[src/rtl/hs32_mem_arb_pkg.sv]
// Shared definitions for the hs32 memory arbiter: FSM state encoding,
// default exec-run limit and the run-counter width helper.
package hs32_mem_arb_pkg;

    typedef enum logic [1:0] {
        IDLE  = 2'd0,
        BUS_F = 2'd1,
        BUS_E = 2'd2
    } hs32_state_e;

    localparam int HS32_MAX_EXEC_RUN = 3;

    function automatic int run_cnt_width(input int max_run);
        return (max_run < 2) ? 1 : $clog2(max_run + 1);
    endfunction

endpackage

[src/rtl/hs32_mem_arb.sv]
// Two-requester (fetch/exec) single-port memory arbiter, exec-priority.
// Optional fairness limit on consecutive exec grants: define HS32_FAIR_ARB_EN.
module hs32_mem_arb
    import hs32_mem_arb_pkg::*;
#(
    parameter int MAX_EXEC_RUN = HS32_MAX_EXEC_RUN
) (
    input  logic        clk,
    input  logic        reset_n,
    input  logic        flush,
    input  logic        fetch_req,
    input  logic [31:0] fetch_addr,
    output logic        fetch_ack,
    output logic [31:0] fetch_dtr,
    input  logic        exec_req,
    input  logic        exec_rw,
    input  logic [31:0] exec_addr,
    input  logic [31:0] exec_dtw,
    output logic        exec_ack,
    output logic [31:0] exec_dtr,
    output logic        mem_valid,
    output logic        mem_rw,
    output logic [31:0] mem_addr,
    output logic [31:0] mem_dtw,
    input  logic        mem_ready,
    input  logic [31:0] mem_dtr
);

    hs32_state_e r_state;
    hs32_state_e w_state_nxt;
    logic        w_grant_f;
    logic        w_grant_e;
    logic        w_done_f;
    logic        w_done_e;
    logic        w_fetch_turn;
    logic        r_discard;

`ifdef HS32_FAIR_ARB_EN
    localparam int RUN_W = run_cnt_width(MAX_EXEC_RUN);
    logic [RUN_W-1:0] r_run_cnt;

    // Fetch takes precedence once exec has used up its run while fetch waits
    assign w_fetch_turn = fetch_req && !flush && (r_run_cnt == RUN_W'(MAX_EXEC_RUN));

    // Consecutive exec grants made while fetch is waiting
    always_ff @(posedge clk or negedge reset_n) begin
        if (!reset_n) begin
            r_run_cnt <= {RUN_W{1'b0}};
        end else if (w_grant_f || (r_state == IDLE && !fetch_req)) begin
            r_run_cnt <= {RUN_W{1'b0}};
        end else if (w_grant_e && (r_run_cnt != RUN_W'(MAX_EXEC_RUN))) begin
            r_run_cnt <= r_run_cnt + RUN_W'(1);
        end else begin
            r_run_cnt <= r_run_cnt;
        end
    end
`else
    logic w_unused_max_run;
    assign w_unused_max_run = (MAX_EXEC_RUN != 0);
    assign w_fetch_turn     = 1'b0;
`endif

    // State register
    always_ff @(posedge clk or negedge reset_n) begin
        if (!reset_n) begin
            r_state <= IDLE;
        end else begin
            r_state <= w_state_nxt;
        end
    end

    // Grant decision and transaction completion
    always_comb begin
        w_state_nxt = r_state;
        w_grant_f   = 1'b0;
        w_grant_e   = 1'b0;
        w_done_f    = 1'b0;
        w_done_e    = 1'b0;
        case (r_state)
            IDLE: begin
                if (exec_req && !w_fetch_turn) begin
                    w_state_nxt = BUS_E;
                    w_grant_e   = 1'b1;
                end else if (fetch_req && !flush) begin
                    w_state_nxt = BUS_F;
                    w_grant_f   = 1'b1;
                end else begin
                    w_state_nxt = IDLE;
                end
            end
            BUS_F: begin
                if (mem_ready) begin
                    w_state_nxt = IDLE;
                    w_done_f    = 1'b1;
                end else begin
                    w_state_nxt = BUS_F;
                end
            end
            BUS_E: begin
                if (mem_ready) begin
                    w_state_nxt = IDLE;
                    w_done_e    = 1'b1;
                end else begin
                    w_state_nxt = BUS_E;
                end
            end
            default: begin
                w_state_nxt = IDLE;
            end
        endcase
    end

    // Bus request registers, requester acks/data and the fetch discard flag
    always_ff @(posedge clk or negedge reset_n) begin
        if (!reset_n) begin
            mem_valid <= 1'b0;
            mem_rw    <= 1'b0;
            mem_addr  <= 32'h0000_0000;
            mem_dtw   <= 32'h0000_0000;
            fetch_ack <= 1'b0;
            fetch_dtr <= 32'h0000_0000;
            exec_ack  <= 1'b0;
            exec_dtr  <= 32'h0000_0000;
            r_discard <= 1'b0;
        end else begin
            fetch_ack <= 1'b0;
            exec_ack  <= 1'b0;
            if (w_grant_e) begin
                mem_valid <= 1'b1;
                mem_rw    <= exec_rw;
                mem_addr  <= exec_addr;
                mem_dtw   <= exec_dtw;
            end else if (w_grant_f) begin
                mem_valid <= 1'b1;
                mem_rw    <= 1'b0;
                mem_addr  <= fetch_addr;
                mem_dtw   <= 32'h0000_0000;
            end else if (w_done_f || w_done_e) begin
                mem_valid <= 1'b0;
            end
            if (w_done_e) begin
                exec_ack <= 1'b1;
                exec_dtr <= mem_dtr;
            end
            // A flush seen on the completing cycle discards just like an earlier one
            if (w_done_f && !r_discard && !flush) begin
                fetch_ack <= 1'b1;
                fetch_dtr <= mem_dtr;
            end
            if (r_state == BUS_F && !w_done_f) begin
                r_discard <= r_discard | flush;
            end else begin
                r_discard <= 1'b0;
            end
        end
    end

endmodule

[config.mk]
export PLATFORM = sky130hd
export DESIGN_NAME = hs32_mem_arb
export DESIGN_NICKNAME = d
export VERILOG_FILES = /design/src/rtl/hs32_mem_arb_pkg.sv /design/src/rtl/hs32_mem_arb.sv
export SDC_FILE = /design/constraint.sdc
export NUM_CORES = 1
export LEC_CHECK = 0
export CORE_ASPECT_RATIO = 0.8
export CORE_MARGIN = 2
export CORE_UTILIZATION = 30
export CTS_CLUSTER_DIAMETER = 120
export CTS_CLUSTER_SIZE = 14
export DETAILED_ROUTE_END_ITERATION = 16
export PLACE_DENSITY = 0.68
export SLEW_MARGIN = 10
export SYNTH_ARGS = -nofsm -noshare
export SYNTH_HDL_FRONTEND = slang
export SYNTH_SLANG_ARGS = --single-unit
[constraint.sdc]
create_clock -name clk -period 2.5 [get_ports clk]
set_input_delay 0.5 -clock clk [delete_from_list [all_inputs] [get_ports clk]]
set_output_delay 0.5 -clock clk [all_outputs]
set_load 0.01 [all_outputs]
# Word level (Yosys, flattened, before mapping)
# Index checks and enable logic that the tools add are counted.
# classes
eq_ne	2
muxes	25
bitwise	1
n_reduce_logical	11
# op_table
operator	n
32-bit 2-to-1 mux	4
1-bit 2-to-1 mux	18
2-bit case mux with 3 select lines	1
1-bit logical AND	4
2-bit 2-to-1 mux	2
1-bit zero test	3
3-bit nonzero test	1
2-bit by 1-bit == test with 1-bit output (second input constant)	1
2-bit == test (second input constant)	1
2-bit zero test	1
2-bit nonzero test	1
1-bit logical OR	1
1-bit OR	1
# word_totals
ff_bits	135
input_bits	135
output_inout_bits	132

# Logic depth before layout (Yosys ltp)
# Gate-level depths: netlist of run 1.
# logic_depth
ltp_word	7
mapped_depth	6

# Least setup slack after synthesis of run 1
# Ideal clock, no wire load.
# synth_timing
path_kind	input to register
start	in exec_req
end	reg mem_addr[10]
setup_ps	129
arrival_ps	1457
setup_slack_ps	913
stages	5
n_path_buf	2
path_cell_list	or3b_1 > clkbuf_1 > buf_2 > o32ai_1 > a21oi_1
# synth_via
elab_chain_cells	3
elab_cells_between_ends	6
classes_between	mux (5); reduce/logical (1)
# synth_rtl
item	line_no	rtl
start: declaration	hs32_mem_arb.sv:15	input logic exec_req,
1-bit 2-to-1 mux	hs32_mem_arb.sv:81	if (exec_req && !w_fetch_turn) begin
1-bit 2-to-1 mux	hs32_mem_arb.sv:79	case (r_state)
32-bit 2-to-1 mux or 2-bit nonzero test (tied branches)	n/a	
end signal: assignment	hs32_mem_arb.sv:131	mem_addr <= exec_addr;
end signal: assignment	hs32_mem_arb.sv:136	mem_addr <= fetch_addr;
end: declaration	hs32_mem_arb.sv:23	output logic [31:0] mem_addr,
# Parallel ways exist; a longest one is shown, timed or not.
# A chain may end at the register's enable or synchronous reset.

# Worst setup path after layout of run 1
# layout_timing
start	in exec_req
end	reg mem_addr[23]
# The elaborated chain is that of the path after synthesis.

==> results of run 1 <==
state kept, by name (all words and copies together), names as in the netlist:
register / cells
fetch_dtr: 32
exec_dtr: 32
mem_dtw: 32
mem_addr: 32
fetch_ack: 1
mem_rw: 1
r_state: 2
exec_ack: 1
mem_valid: 1
r_discard: 1
report_power, final:
group | leakage [uW] | internal [uW] | switching, uW
Clock | 0.000324 | 1850 | 932
Combinational | 0.00189 | 1890 | 1210
Sequential | 0.00164 | 2900 | 397
Total | 0.00385 | 6640 | 2540
metal layers:
| layer | wire length [um] | global-route usage |
|---|---|---|
| met1 | 6291 | 0.1918 |
| met2 | 7543 | 0.2683 |
| met3 | 969 | 0.06003 |
| met4 | 240 | 0.05958 |
| met5 | 0 | 0 |
cell usage after synthesis:
library cell,count,area share
nand3_2,1,0.0019
a211oi_1,1,0.0014
mux2_2,65,0.14
a21bo_2,1,0.0019
clkbuf_1,7,0.0050
nor3b_1,1,0.0014
or3b_2,1,0.0017
nand2b_1,1,0.0012
dfrtp_1,135,0.64
buf_2,16,0.015
nor2_2,1,0.0012
a21oi_1,32,0.031
or2_1,1,0.0012
nor2b_1,2,0.0024
a22o_1,33,0.055
nor2_1,3,0.0021
buf_6,5,0.011
or3b_1,1,0.0017
o32ai_1,32,0.053
inv_1,35,0.025
o21ai_0,1,0.00095
a21o_1,1,0.0014
nand2_1,1,0.00071
layout make-up:
type	instances	area, um^2
Fill cell	1486	8418
Tap cell	225	281.5
Timing Repair Buffer	275	2769
Clock inverter	11	193.9
Multi-Input combinational cell	179	1574
Clock buffer	21	470.5
Inverter	35	131.4
Sequential cell	135	3378
final timing paths:
path / startpoint / to / slack [ps] / depth (start not counted)
min: reset_n / mem_dtw[5]$_DFFE_PN0P_ / 10 / 1
max reg2reg: r_state[1]$_DFF_PN0_ / mem_addr[23]$_DFFE_PN0P_ / 780 / 3
min in group clk: mem_valid$_DFFE_PN0P_ / mem_valid$_DFFE_PN0P_ / 490 / 1
max in group asynchronous: reset_n / fetch_dtr[1]$_DFFE_PN0P_ / 1840 / 2
max: exec_req / mem_addr[23]$_DFFE_PN0P_ / 620 / 4
min reg2reg: mem_valid$_DFFE_PN0P_ / mem_valid$_DFFE_PN0P_ / 490 / 1
stage by stage:
stage | hold slack, ps | std cells | setup slack [ps]
final | 12.66 | 881 | 617.8
after global routing | 28.31 | 881 | 573.0
after CTS | 23.49 | 881 | 639.8
after detailed placement | 467.0 | 849 | 220.7
after global placement | 459.3 | 849 | 307.3
after floorplan | 204.4 | 377 | 913.0
logic make-up after synthesis:
| logic type | count (synthesis) | synth area share |
|---|---|---|
| buffers and inverters | 63 | 0.05606 |
| DFF | 135 | 0.6441 |
| and+or+nand+nor | 13 | 0.01551 |
| AOI/OAI and AO/OA | 101 | 0.1448 |
| muxes | 65 | 0.1396 |
worst reg2reg max path, cell delays in order (launching register included):
cell and delay [ps]:
dfrtp_1 430, or3b_2 800, o32ai_1 280, a21oi_1 70
==> results.yml, run 1 <==
cts:
  cts_setup_buffers: 0
  worstSkewPairLatency_ps: 410
  clk_pin_slew_worst_paths_ps: 60
  htree_levels: 4
  cts_buffers: 17
  cts_resized: 0
  cts_hold_buf: 0
  cts-root-buf: "clkbuf_16"
  tritoncts: "yes"
  cts.sinks: 135
  cts_buffer_depth: 2
finish:
  final_cell_area_um2: 8798
  drive_above_1_share: 0.1692
  num_antenna_cells: 0
  final_core_util: 0.5110
  final_common_cell: "clkdlybuf4s50_1"
  final_nets: 778
  final_cell_mix: "265 x clkdlybuf4s50_1, 135 x dfrtp_1, 65 x mux2_2"
  synthToLayoutAreaGrowth_pct: 67.75
global_route:
  overflow: 0
  grt_pass1_wl_mm: 23.41
  grt_max_degree: 66
  grt_pass1_vias: 4433
  grt_util_all_layers: 0.1607
  antenna_found_initial: 0
die:
  ioPinCount: 267
  row_count: 43
  dieArea_um2: 18560
  die_h_um: 122.3
  initial_core_util: 0.3047
  die_w_um: 151.8
  core_area_um2: 17220
power:
  ir_drop_v: 0.0004721
  p_leak_uw: 0.003850
  p_per_area_nw_per_um2: 1043
  fin_total_pwr_uw: 9177
logic_synthesis:
  syn_area_um2: 5245
  synth_warnings: 0
  syn_inst: 377
  seq_area_frac_synth: 0.6441
  ys_types: 23
  syn_nets: 512
  synth.avg_cell_area_um2: 13.91
  synth-seq-cells: 135
timing:
  fin_crit_ps: 1882
  skew_ps: 7.907
  finalHoldViolCount: 0
  fin_crit_sh: 0.7529
  worst_pin_slew_ps: 702.0
  setup_viol: 0
  maxSlewHeadroom: 0.5320
  rsz0062_at_grt: "false"
  setup_tns_ps: 0
  fmax_mhz: 531.3
  drv_slew: 0
critical_path:
  crit_chain: "clkdlybuf4s50_1, or3b_2, o32ai_1, a21oi_1"
  start_kind: "input port"
  path_max_fanout: 32
  crit_required_ps: 2770
  crit_path_top_delay_cell: "or3b_2"
  path_class: "input port to flop"
  critPathBufInv: 1
  slowest_delay_ps: 770
  crit_path_end_kind: "flop"
  worst_path_dominant_cell_family: "simple AND/OR/NAND/NOR gates"
  cp.arrival_ps: 2150
drt:
  drt_wl_total_mm: 15.04
  dr.pass1.iters: 4
  wl_per_cell_um: 17.08
  drt_iter0_markers: 135
  viasPerCell: 4.671
  drtAntennaViolNets: 0
  vias: 4115
  drc: 0
place:
  dp_hpwl_mm: 10.53
  place.gp.congestion: 0.7957
  place_area_um2: 8134
  portBuffers: 266
outcome:
  outcome: "finished clean"
run:
  cap_violations: 0
hold_path:
  min_path_type: "input port to asynchronous set/reset pin"
Note: power is estimated with default switching activity, not from simulation.
==> run 2, diff against run 1 <==
- PLACE_DENSITY: 0.68 -> 0.71
- clock period: 2.5 -> 1.7 ns (I/O delays scaled with it)
==> results.yml, run 2 (synthesized netlist as in run 1, its figures left out) <==
drt:
  vias: 4212
  dr.pass1.iters: 4
  drc: 0
  wl_per_cell_um: 17.18
  drt_wl_total_mm: 15.25
  drt_iter0_markers: 162
  viasPerCell: 4.743
  drtAntennaViolNets: 0
critical_path:
  crit_path_end_kind: "primary output"
  crit_required_ps: 1360
  worst_r2r_endpoint: "mem_addr[19]$_DFFE_PN0P_"
  cp.depth: 1
  worst_path_dominant_cell_family: "buffers and inverters"
  slowest_delay_ps: 560
  crit_path_start: "exec_dtr[12]$_DFFE_PN0P_"
  endpoint: "exec_dtr[12]"
  path_class: "flop to primary output"
  critPathBufInv: 1
  cp.arrival_ps: 1320
  reg2reg_depth: 4
  crit_path_top_delay_cell: "clkdlybuf4s50_1"
  r2r_slack_ps: 170
  path_max_fanout: 2
  r2r-start: "r_state[1]$_DFF_PN0_"
  start_kind: "flop"
  crit_chain: "clkdlybuf4s50_1"
finish:
  final_core_util: 0.5207
  synthToLayoutAreaGrowth_pct: 70.92
  final_common_cell: "clkdlybuf4s50_1"
  final_nets: 785
  fillers: 1498
  multi_input_area_um2: 1574
  layout.cells.non_filler: 888
  drive_above_1_share: 0.1719
  final_cell_mix: "228 x clkdlybuf4s50_1, 135 x dfrtp_1, 65 x mux2_2"
  num_antenna_cells: 0
  seqCellArea_um2: 3378
timing:
  whs_ps: 446.6
  maxSlewHeadroom: 0.7427
  setup_viol: 0
  skew_ps: 5.950
  fin_crit_sh: 0.9747
  worst_slack_ps: 43.09
  finalHoldViolCount: 0
  fin_crit_ps: 1657
  drv_slew: 0
  rsz0062_at_grt: "false"
  fmax_mhz: 603.5
  worst_pin_slew_ps: 386.0
hold_path:
  min_path_type: "input port to asynchronous set/reset pin"
cts:
  cts_setup_buffers: 0
  cts_buffer_depth: 2
  htree_levels: 4
  clk_pin_slew_worst_paths_ps: 60
  cts_buffers: 17
  cts-root-buf: "clkbuf_16"
  worstSkewPairLatency_ps: 400
  cts.sinks: 135
  tritoncts: "yes"
die:
  ioPinCount: 267
  initial_core_util: 0.3047
  die_w_um: 151.8
  dieArea_um2: 18560
  core_area_um2: 17220
  die_h_um: 122.3
  row_count: 43
power:
  p_leak_uw: 0.004296
  ir_drop_v: 0.0008083
  p_per_area_nw_per_um2: 1466
global_route:
  grt_pass1_wl_mm: 23.62
  grt_util_all_layers: 0.1611
  antenna_found_initial: 0
  grt_max_degree: 55
  grt_pass1_vias: 4422
  overflow: 0
outcome:
  outcome: "finished clean"
place:
  dp.cells: 855
  dp_hpwl_mm: 10.99
  pre_cts_slack_ps: -238.4
  place.gp.congestion: 0.7722
  portBuffers: 266
run:
  cap_violations: 0
==> run 2: final cells by class <==
type / instances / share of cell area
clock buffer: 25 / 0.05527
inverter: 35 / 0.01465
clock inverter: 7 / 0.01298
timing repair buffer: 282 / 0.3333
tap: 225 / 0.03140
sequential: 135 / 0.3768
multi-input combinational: 179 / 0.1756
==> run 2: how the worst min path moves through the flow <==
stage | start | end | slack [ps] | cells after the start
6_report | reset_n | mem_addr[21]$_DFFE_PN0P_ | 450 | 2
5_1_grt | reset_n | mem_addr[16]$_DFFE_PN0P_ | 440 | 2
4_1_cts | reset_n | mem_addr[18]$_DFFE_PN0P_ | 400 | 2
3_5_place_dp | reset_n | mem_addr[21]$_DFFE_PN0P_ | 270 | 1
3_3_place_gp | reset_n | mem_addr[23]$_DFFE_PN0P_ | 260 | 1
2_1_floorplan | reset_n | exec_ack$_DFF_PN0_ | 40 | 0
==> run 2: power by group <==
part           switching [uW]  leakage (uW)  internal [uW]
sequential                563       0.00164           4260
clock                    1290      0.000297           2460
combinational            1800       0.00236           2770
==> run 2: metal layers <==
layer  wire, um  track usage  share of wire
met5          0            0              0
met2       7669       0.2742           0.50
met1       6327       0.1935           0.41
met4        344      0.06717          0.023
met3        912      0.04696          0.060
==> run 2: what timing repair did <==
action,4_1_cts,5_1_grt
hold endpoints to repair,35,0
gates resized for setup,1,36
setup endpoints to repair,1,36
hold buffers,1,0
==> run 2: stage by stage <==
stage          setup TNS [ps]  area [um^2]  total power [uW]
2_1_floorplan               0         5245              6590
3_3_place_gp            -9431         8254              9433
3_5_place_dp           -11660         8254              9567
4_1_cts                     0         8875             13410
5_1_grt                     0         8965             13820
6_report                    0         8965             13140
==> run 3, diff against run 2 <==
- CORE_MARGIN: 2 -> 3
==> results.yml, run 3 (synthesized netlist as in run 1, its figures left out) <==
critical_path:
  worst_path_dominant_cell_family: "buffers and inverters"
  path_class: "flop to primary output"
  crit_path_top_delay_cell: "clkdlybuf4s50_1"
  r2r-start: "r_state[1]$_DFF_PN0_"
  worst_r2r_endpoint: "mem_addr[18]$_DFFE_PN0P_"
  crit_required_ps: 1360
  critPathBufInv: 1
  start_kind: "flop"
  crit_path_end_kind: "primary output"
  cp.arrival_ps: 1310
  r2r_slack_ps: 180
  path_max_fanout: 2
  reg2reg_depth: 4
  crit_chain: "clkdlybuf4s50_1"
  slowest_delay_ps: 550
timing:
  fmax_mhz: 606.6
  drv_slew: 0
  finalHoldViolCount: 0
  maxSlewHeadroom: 0.7148
  worst_pin_slew_ps: 427.8
  rsz0062_at_grt: "false"
  skew_ps: 8.475
  setup_tns_ps: 0
  fin_crit_sh: 0.9697
  setup_viol: 0
  fin_crit_ps: 1648
  worst_slack_ps: 51.56
global_route:
  grt_pass1_wl_mm: 25.31
  grt_pass1_vias: 4553
  grt_util_all_layers: 0.1655
  overflow: 0
  antenna_found_initial: 0
  grt_max_degree: 41
drt:
  viasPerCell: 4.681
  drtAntennaViolNets: 0
  drt_wl_total_mm: 15.96
  drt_iter0_markers: 195
  wl_per_cell_um: 17.95
  drc: 0
  vias: 4161
  dr.pass1.iters: 4
run:
  cap_violations: 0
finish:
  final_nets: 791
  final_core_util: 0.5377
  num_antenna_cells: 0
  fillers: 1402
  final_cell_area_um2: 9042
  final_common_cell: "clkdlybuf4s50_1"
  drive_above_1_share: 0.1854
  layout.cells.non_filler: 889
  synthToLayoutAreaGrowth_pct: 72.40
  final_cell_mix: "225 x clkdlybuf4s50_1, 135 x dfrtp_1, 65 x mux2_2"
outcome:
  outcome: "finished clean"
power:
  p_per_area_nw_per_um2: 1482
  ir_drop_v: 0.001023
  p_leak_uw: 0.004318
die:
  ioPinCount: 267
  core_area_um2: 16820
  initial_core_util: 0.3119
  dieArea_um2: 19120
  row_count: 42
  die_w_um: 153.8
  die_h_um: 124.3
cts:
  worstSkewPairLatency_ps: 400
  cts_buffer_depth: 2
  clk_pin_slew_worst_paths_ps: 60
  cts.sinks: 135
  tritoncts: "yes"
  htree_levels: 4
  cts-root-buf: "clkbuf_16"
  cts_buffers: 17
place:
  place_area_um2: 8280
  portBuffers: 266
  dp.cells: 856
  place.gp.congestion: 0.8436
  dp_hpwl_mm: 11.53
  pre_cts_slack_ps: -283.6
hold_path:
  min_path_type: "input port to asynchronous set/reset pin"
## run 3: changes by cell type in the layout (fill, tap and decap cells not counted)
| cell | before | now |
|---|---|---|
| buf_4 | 6 | 13 |
| clkbuf_1 | 4 | 0 |
| clkdlybuf4s50_1 | 228 | 225 |
| clkinvlp_4 | 1 | 3 |
| dlymetal6s2s_1 | 36 | 38 |
| buf_12 | 9 | 8 |
| bufinv_16 | 3 | 4 |
| clkbuf_8 | 4 | 5 |
| clkinv_2 | 2 | 1 |
| dlygate4sd2_1 | 1 | 2 |
| inv_6 | 0 | 1 |
## run 3: what timing repair did
item	4_1_cts	5_1_grt
endpoints found under the setup margin	2	38
setup buffers	0	0
hold buffers	1	0
hold endpoints to repair	30	0
gates resized for setup	2	38
## run 3: final cells by class
cell class / count / area [um^2] / share of cell area
sequential: 135 / 3378 / 0.3736
tap: 220 / 275.3 / 0.03044
multi-input combinational: 179 / 1574 / 0.1741
timing repair buffer: 288 / 3024 / 0.3344
clock inverter: 10 / 165.2 / 0.01826
clock buffer: 22 / 494.2 / 0.05466
inverter: 35 / 131.4 / 0.01453
## run 3: how the worst max path moves through the flow
stage,endpoint,start,cells past startpoint
after CTS,mem_addr[0],mem_addr[0]$_DFFE_PN0P_,1
after detailed placement,mem_addr[29]$_DFFE_PN0P_,exec_req,5
after global placement,mem_addr[14]$_DFFE_PN0P_,exec_req,5
after global routing,mem_addr[14],mem_addr[14]$_DFFE_PN0P_,1
final,mem_addr[17],mem_addr[17]$_DFFE_PN0P_,1
after floorplan,mem_dtw[23]$_DFFE_PN0P_,r_state[1]$_DFF_PN0_,6
## run 3: per-layer routing
| layer | wire [um] | up-vias | track usage |
|---|---|---|---|
| li1 | - | 1931 | - |
| met4 | 291 | 0 | 0.06231 |
| met2 | 8331 | 151 | 0.2862 |
| met3 | 908 | 19 | 0.04793 |
| met1 | 6423 | 2060 | 0.1951 |
| met5 | 0 | - | 0 |
## run 3: worst register-to-register path: stages (launching register included)
cell,delay (ps)
dfrtp_1,440
or3b_2,520
buf_12,190
o32ai_1,170
a21oi_1,70
## run 3: power breakdown
part	total, uW	internal, uW	switching, uW	leakage [uW]
combinational	4550	2740	1810	0.00236
sequential	4840	4260	582	0.00164
clock	4000	2660	1340	0.000315
total	13400	9660	3740	0.00432
## run 3: metrics by stage
| stage | hold WS (ps) | power [uW] |
|---|---|---|
| after floorplan | 44.41 | 6590 |
| after global routing | 448.8 | 14070 |
| final | 436.4 | 13400 |
| after global placement | 290.4 | 9457 |
| after detailed placement | 299.4 | 9584 |
| after CTS | 433.4 | 13680 |
